`src/rtl/ps2_scan_rx.sv`:
```
// ps2_scan_rx: PS/2 set-2 receiver front end for the scancode translator.
// Synchronises and glitch-filters the keyboard pins, deserialises 11-bit
// frames and strips the E0/F0/E1 prefixes. It also tracks the Shift keys and
// strobes {shift, e0, code} make/break events.
// Optional feature: define PS2_TIMEOUT_EN to abort frames stalled mid-way
// for TO_CYCLES clk cycles.
module ps2_scan_rx #(
  parameter int FILT_LEN  = 4,
  parameter int TO_CYCLES = 50000
) (
  input  logic       clk,
  input  logic       reset,
  input  logic       ps2_clk,
  input  logic       ps2_data,
  output logic [7:0] code,
  output logic       e0,
  output logic       shift,
  output logic       key_down,
  output logic       key_up,
  output logic       frame_err
);

  localparam int FW = $clog2(FILT_LEN + 1);

  typedef enum logic [1:0] {S_IDLE, S_DATA, S_PARITY, S_STOP} state_e;

  // Input conditioning state
  logic          clk_s1_q, clk_s2_q, dat_s1_q, dat_s2_q;
  logic          filt_q;
  logic [FW-1:0] filt_cnt_q;
  logic          samp_q;

  // Frame FSM state
  state_e        state_q;
  logic [2:0]    bit_cnt_q;
  logic [7:0]    shreg_q;
  logic          par_q;
  logic [7:0]    byte_q;
  logic          byte_vld_q;
  logic          frame_err_q;

  // Decoder state
  logic          e0_flag_q, rel_flag_q;
  logic [2:0]    disc_q;
  logic          lshift_q, rshift_q;
  logic [7:0]    code_q;
  logic          e0_q, key_down_q, key_up_q;

  // Synchronise both pins, filter ps2_clk and flag accepted falling edges.
  // The filtered level starts high because an idle PS/2 bus sits high.
  always_ff @(posedge clk) begin
    // NOTE: all clocked state uses non-blocking assignments so every register
    // samples the pre-edge values and block ordering cannot matter.
    if (reset) begin
      clk_s1_q   <= 1'b1;
      clk_s2_q   <= 1'b1;
      dat_s1_q   <= 1'b1;
      dat_s2_q   <= 1'b1;
      filt_q     <= 1'b1;
      filt_cnt_q <= '0;
      samp_q     <= 1'b0;
    end else begin
      clk_s1_q <= ps2_clk;
      clk_s2_q <= clk_s1_q;
      dat_s1_q <= ps2_data;
      dat_s2_q <= dat_s1_q;
      samp_q   <= 1'b0;
      if (clk_s2_q != filt_q) begin
        if (filt_cnt_q == FW'(FILT_LEN - 1)) begin
          filt_q     <= clk_s2_q;
          filt_cnt_q <= '0;
          samp_q     <= filt_q;   // high only for a 1 -> 0 transition
        end else begin
          filt_cnt_q <= filt_cnt_q + 1'b1;
        end
      end else begin
        filt_cnt_q <= '0;
      end
    end
  end

`ifdef PS2_TIMEOUT_EN
  localparam int TW = $clog2(TO_CYCLES + 1);
  logic [TW-1:0] to_cnt_q;
`endif

  // Frame FSM: one transition per sample event, registered byte/error outputs.
  always_ff @(posedge clk) begin
    if (reset) begin
      state_q     <= S_IDLE;
      bit_cnt_q   <= '0;
      shreg_q     <= '0;
      par_q       <= 1'b0;
      byte_q      <= '0;
      byte_vld_q  <= 1'b0;
      frame_err_q <= 1'b0;
`ifdef PS2_TIMEOUT_EN
      to_cnt_q    <= '0;
`endif
    end else begin
      byte_vld_q  <= 1'b0;
      frame_err_q <= 1'b0;
      if (samp_q) begin
        unique case (state_q)
          S_IDLE: begin
            if (!dat_s2_q) begin
              state_q   <= S_DATA;
              bit_cnt_q <= '0;
            end else begin
              frame_err_q <= 1'b1;
            end
          end
          S_DATA: begin
            shreg_q   <= {dat_s2_q, shreg_q[7:1]};
            bit_cnt_q <= bit_cnt_q + 1'b1;
            if (bit_cnt_q == 3'd7) state_q <= S_PARITY;
          end
          S_PARITY: begin
            par_q   <= dat_s2_q;
            state_q <= S_STOP;
          end
          S_STOP: begin
            if (dat_s2_q && (^{shreg_q, par_q})) begin
              byte_q     <= shreg_q;
              byte_vld_q <= 1'b1;
            end else begin
              frame_err_q <= 1'b1;
            end
            state_q <= S_IDLE;
          end
          default: state_q <= S_IDLE;
        endcase
      end
`ifdef PS2_TIMEOUT_EN
      if (samp_q || state_q == S_IDLE) begin
        to_cnt_q <= '0;
      end else if (to_cnt_q == TW'(TO_CYCLES - 1)) begin
        to_cnt_q    <= '0;
        state_q     <= S_IDLE;
        frame_err_q <= 1'b1;
      end else begin
        to_cnt_q <= to_cnt_q + 1'b1;
      end
`endif
    end
  end

  // Classify the delivered byte.
  logic is_prefix, is_ignored, is_shift_key, is_consumed, emit;
  always_comb begin
    // NOTE: every combinational output gets a default first so no path can
    // leave it unassigned and infer a latch.
    is_prefix    = 1'b0;
    is_ignored   = 1'b0;
    is_shift_key = 1'b0;
    unique case (byte_q)
      8'hE0, 8'hF0, 8'hE1:                      is_prefix  = 1'b1;
      8'hAA, 8'hFA, 8'hEE, 8'hFE, 8'h00, 8'hFF: is_ignored = 1'b1;
      8'h12, 8'h59:                             is_shift_key = !e0_flag_q;
      default: ;
    endcase
    is_consumed = byte_vld_q && (disc_q == 3'd0);
    // E0 12 is the fake shift and never becomes a key event.
    emit = is_consumed && !is_prefix && !is_ignored && !is_shift_key &&
           !(byte_q == 8'h12);
  end

  // Decoder: prefix flags, Pause swallowing, shift tracking and strobes.
  always_ff @(posedge clk) begin
    if (reset) begin
      e0_flag_q  <= 1'b0;
      rel_flag_q <= 1'b0;
      disc_q     <= '0;
      lshift_q   <= 1'b0;
      rshift_q   <= 1'b0;
      code_q     <= '0;
      e0_q       <= 1'b0;
      key_down_q <= 1'b0;
      key_up_q   <= 1'b0;
    end else begin
      key_down_q <= 1'b0;
      key_up_q   <= 1'b0;
      if (frame_err_q) begin
        e0_flag_q  <= 1'b0;
        rel_flag_q <= 1'b0;
      end else if (byte_vld_q) begin
        if (disc_q != 3'd0) begin
          disc_q <= disc_q - 3'd1;
        end else if (byte_q == 8'hE1) begin
          disc_q     <= 3'd7;
          e0_flag_q  <= 1'b0;
          rel_flag_q <= 1'b0;
        end else if (byte_q == 8'hE0) begin
          e0_flag_q <= 1'b1;
        end else if (byte_q == 8'hF0) begin
          rel_flag_q <= 1'b1;
        end else if (!is_ignored) begin
          if (is_shift_key && byte_q == 8'h12) lshift_q <= !rel_flag_q;
          if (is_shift_key && byte_q == 8'h59) rshift_q <= !rel_flag_q;
          if (emit) begin
            code_q     <= byte_q;
            e0_q       <= e0_flag_q;
            key_down_q <= !rel_flag_q;
            key_up_q   <= rel_flag_q;
          end
          e0_flag_q  <= 1'b0;
          rel_flag_q <= 1'b0;
        end
      end
    end
  end

  assign code      = code_q;
  assign e0        = e0_q;
  assign shift     = lshift_q | rshift_q;
  assign key_down  = key_down_q;
  assign key_up    = key_up_q;
  assign frame_err = frame_err_q;

endmodule

```
`config.mk`:
```
export PLATFORM = sky130hd
export DESIGN_NAME = ps2_scan_rx
export DESIGN_NICKNAME = d
export VERILOG_FILES = /design/src/rtl/ps2_scan_rx.sv
export SDC_FILE = /design/constraint.sdc
export NUM_CORES = 1
export LEC_CHECK = 0
export CAP_MARGIN = 20
export CORE_UTILIZATION = 40
export CTS_CLUSTER_SIZE = 20
export DETAILED_ROUTE_END_ITERATION = 16
export HOLD_SLACK_MARGIN = 0.02
export PLACE_DENSITY = 0.58
export SLEW_MARGIN = 15
export SYNTH_ARGS = -nofsm -noshare
export SYNTH_HDL_FRONTEND = slang
export SYNTH_SLANG_ARGS = --single-unit
export TNS_END_PERCENT = 30
```
`constraint.sdc`:
```
create_clock -name clk -period 2.45 [get_ports clk]
set_clock_uncertainty 0.15 [all_clocks]
set_input_delay 0.735 -clock clk [delete_from_list [all_inputs] [get_ports clk]]
set_output_delay 0.735 -clock clk [all_outputs]
set_load 0.01 [all_outputs]
```
Word level (Yosys, flattened, before mapping)
Cells that the tools add are included.
{ "word_totals": {"out_inout_bits": 13, "in_bits": 4, "reg_bits": 51, "wordCells": 124} }
{ "classes": {"eq_ne": 22, "n_bitwise": 13, "n_mux": 21, "n_reduce_logical": 42, "add_sub_neg": 3} }
{ "op_table": {"columns": ["operator", "count"], "rows": [
  ["8-bit equality test (second input constant)", 8],
  ["8-bit AND reduction", 3],
  ["1-bit 2-to-1 mux", 13],
  ["1-bit inverter", 12],
  ["3-bit AND reduction", 4],
  ["3-bit OR reduction", 4],
  ["3-bit 2-to-1 mux", 3],
  ["9-bit OR reduction", 1],
  ["9-bit parity", 1],
  ["8-bit by 5-bit equality test with 1-bit output (second input constant)", 1],
  ["8-bit by 7-bit equality test with 1-bit output (second input constant)", 1],
  ["1-bit logical AND", 8],
  ["8-bit logical NOT", 1],
  ["2-bit case mux with 4 select lines", 1],
  ["4-bit AND reduction", 2],
  ["3-bit by 1-bit adder with 3-bit output (second input constant)", 2],
  ["1-bit logical NOT", 6],
  ["2-bit inequality test (second input constant)", 3],
  ["3-bit by 1-bit inequality test with 1-bit output (second input constant)", 2],
  ["3-bit case mux with 2 select lines", 1],
  ["2-bit AND reduction", 3],
  ["2-bit OR reduction", 3],
  ["6-bit OR reduction", 1],
  ["2-bit equality test (second input constant)", 2],
  ["13 further kinds", 15]
]} }

Longest topological paths before layout
{ "depth": {"depth_word": 10, "mapped_depth": 7, "ltp_nobuf": 7} }

Worst setup path after synthesis
Ideal clock, no wire load.
{ "synth_timing": {"path_type": "flip-flop to flip-flop", "from": "reg shreg_q[6]", "to": "reg byte_q[0]", "arrival_ps": 1591, "path_stages_with_launch": 6, "synth_period_minus_slack_ps": 1869, "setup_slack_ps": 581, "setup_time_ps": 128, "cell_sequence": "dfxtp_1 > xor2_1 > xnor3_2 > mux2i_4 > mux2i_1 > nor2_1"} }
{ "synth_via": {"elab_chain_cells": 3} }
{ "synth_rtl": {"columns": ["element", "line_no", "source"], "rows": [
  ["start: declaration", "36", "logic [7:0] shreg_q;"],
  ["start signal: assignment", "114", "shreg_q <= {dat_s2_q, shreg_q[7:1]};"],
  ["9-bit parity", "123", "if (dat_s2_q && (^{shreg_q, par_q})) begin"],
  ["1-bit logical AND", "123", null],
  ["3-bit AND reduction (no line)", null, null],
  ["end signal: assignment", "124", "byte_q <= shreg_q;"],
  ["end: declaration", "38", "logic [7:0] byte_q;"]
]} }
No other way between the ends.
A chain may end at the register's enable or synchronous reset.

Worst setup path after layout
{ "layout_timing": {"from": "reg rshift_q", "to": "out shift"} }
{ "layout_via": {"elab_chain_cells": 1} }
{ "layout_rtl": {"columns": ["element", "line_no", "source"], "rows": [
  ["start: declaration", "45", "logic lshift_q, rshift_q;"],
  ["start signal: assignment", "199", "if (is_shift_key && byte_q == 8'h59) rshift_q <= !rel_flag_q;"],
  ["1-bit bitwise OR", "215", "assign shift = lshift_q | rshift_q;"],
  ["end: declaration", "17", "output logic shift,"]
]} }
No other way between the ends.

==> flow_summary_export.csv <==
group,metric,value,unit
status,status,"finished clean",
timing,fmax,0.4429,GHz
yosys,syn_area_per_cell,9.339,um2
timing,setup_slack,0.1920,ns
drt,met1_length,2058,um
timing,setup_tns,0,ns
floorplan,die-width,78.09,um
drt,drt_iter0_drc,74,
floorplan,dieHeight,78.09,um
clocking,post_cts_buffers,0,
yosys,syn-num-nets,262,
min_path,hold_class,"register to register",
finish,drive_gt1_frac,0.07865,
timing,hold_viol,0,
drt,vias,1727,
drt,ant_nets,0,
critical_path,arrival,1.37,ns
critical_path,start_kind,"register",
finish,stdcell_count,339,
timing,setup_viol,0,
yosys,yosysSeqAreaShare,0.4408,
clocking,clk_path_buf_depth,2,
timing,drv_slew,0,
job,maxCapViolCount,0,
drt,drt-wirelength-per-cell,12.16,um
pwr,p_leak,1.026,nW
floorplan,start_util,0.4180,
drt,wl_met3,139,um
yosys,synth.distinct_cells,37,
finish,syn2layout_area_growth,13.99,%
finish,finalInstanceArea,2640,um2
drt,wl_met2,1875,um
timing,rsz0062_at_grt,"false",
placement,place_area,2559,um2
drt,post_drt_via_cell_ratio,5.094,
global_route,grt_pass1_vias,1640,
global_route,grt_max_degree,45,
drt,route.detailed.drc,0,
drt,highest_layer,"met4",
placement,pre_cts_ws,0.3289,ns
yosys,synthFlopType,"dfxtp_1",
timing,worst_pin_slew,0.6885,ns
clocking,clkLatencyLatePin,0.30,ns
timing,timing.final.crit_share,0.9216,
critical_path,required,1.56,ns
finish,nNetsFinal,280,
placement,routabilityCongestion,0.7593,
drt,dr.pass1.iters,5,
critical_path,worst-setup-path-type,"register to output pin",
clocking,cts_resized,0,
timing,fin_crit,2.258,ns
yosys,async_flop_share,0,
yosys,syn_area,2316,um2
yosys,ys_ff_latch,51,
clocking,cts_tree,"done",
clocking,htreeDepth,2,
global_route,grt_overflow,0,
placement,numPortBuffers,16,
floorplan,coreArea,5540,um2
yosys,synth_area_leaders,"dfxtp_1, mux2i_1, ha_1, nand2b_1, nor2_1",
finish,diodes,0,
yosys,synth_area_leader_cell,"dfxtp_1",
finish,mostFrequentLayoutCells,"dfxtp_1, nor2_1, nand2b_1",
timing,slew_headroom,0.5410,
critical_path,critical_path.max_fanout,2,
clocking,cts_hold_repair.buffers,0,
pwr,powerDensity,501.3,nW/um2
global_route,grt_use_total,0.1505,
yosys,yosysTopAreaCellShare,0.4408,
pwr,ir_drop,0.0002465,V
placement,numPlacedInstances,331,
clocking,clk_pin_slew,0.09,ns
global_route,antenna_found_initial,0,
finish,final_common_cell,"dfxtp_1",
global_route,grt_pass1_wl,7389,um
yosys,synth_edf_count,0,
placement,dp_hpwl,2899,um
floorplan,dieArea,6098,um2
timing,holdWs,0.2662,ns
yosys,ys_warn_count,0,
critical_path,endpoint_kind,"output pin",
floorplan,num_rows,27,
floorplan,io_pins,17,
clocking,cts_buffers,5,
clocking,root_buffer,"clkbuf_8",
yosys,syn-instance-count,248,
drt,wl,4123,um
clocking,clock_sinks,51,
-- state kept, by name (all words and copies together), names as in the netlist, 2 cells and up --
| signal | cells |
|---|---|
| byte_q | 8 |
| bit_cnt_q | 3 |
| filt_cnt_q | 3 |
| code | 8 |
| state_q | 2 |
| disc_q | 3 |
| shreg_q | 8 |
-- area by class of cell --
cell class,instances,area [um2]
clock inverter,1,5.005
sequential,51,1021
tap,72,90.09
fill,553,2900
multi-input combinational,179,1225
timing repair buffer,21,192.7
inverter,8,30.03
clock buffer,7,76.32
-- worst max-delay path: stages (launching register included) --
cell and delay [ns]:
dfxtp_1 0.32, or2_2 0.28, clkdlybuf4s50_1 0.47
-- worst paths after layout --
kind / start / to / slack, ns / cells after the start
hold / removal: dat_s1_q / dat_s2_q / 0.27 / 1
hold reg to reg: dat_s1_q / dat_s2_q / 0.27 / 1
setup / recovery: rshift_q / shift / 0.19 / 2
setup reg to reg: byte_q[1] / code[1] / 0.31 / 5
-- layer usage --
metal | up-vias | track usage
met4 | 0 | 0.04444
met1 | 799 | 0.1890
met5 | - | 0
met3 | 7 | 0.04186
li1 | 893 | -
met2 | 28 | 0.2509
-- synthesized netlist by cell type, drive strengths merged (3+ instances only) --
library cell and instances:
a211oi 5, a21oi 12, a311oi 4, a41oi 3, and3 6, clkbuf 8
dfxtp 51, ha 10, inv 8, mux2i 20, nand2 17, nand2b 20
nand3 11, nor2 23, nor2b 8, o21ai 8, or2 6, xnor2 4
-- kinds of logic after synthesis --
logic type               after synthesis  synth area share
buffers and inverters                 18           0.03026
flip-flops                            51            0.4408
XOR/XNOR                               7           0.03890
AO/OA/AOI/OAI                         38            0.1059
adder cells (fa/ha/maj)               10           0.05402
AND/OR/NAND/NOR                      104            0.2383
multiplexers                          20           0.09184
-- report_power, final --
group | switching [W] | internal (W) | leakage, nW
Sequential | 0.00000205 | 0.000832 | 0.412
Combinational | 0.0000156 | 0.0000129 | 0.572
Clock | 0.000260 | 0.000201 | 0.0422
Total | 0.000278 | 0.00105 | 1.03
-- per-stage QoR --
step | total power, W | utilization
2_1_floorplan | 0.0008719 | -
3_3_place_gp | 0.0008818 | 0.4618
3_5_place_dp | 0.0008824 | 0.4618
4_1_cts | 0.001346 | 0.4765
5_1_grt | 0.001383 | 0.4765
6_report | 0.001323 | 0.4765
Note: power is estimated with default switching activity, not from simulation.
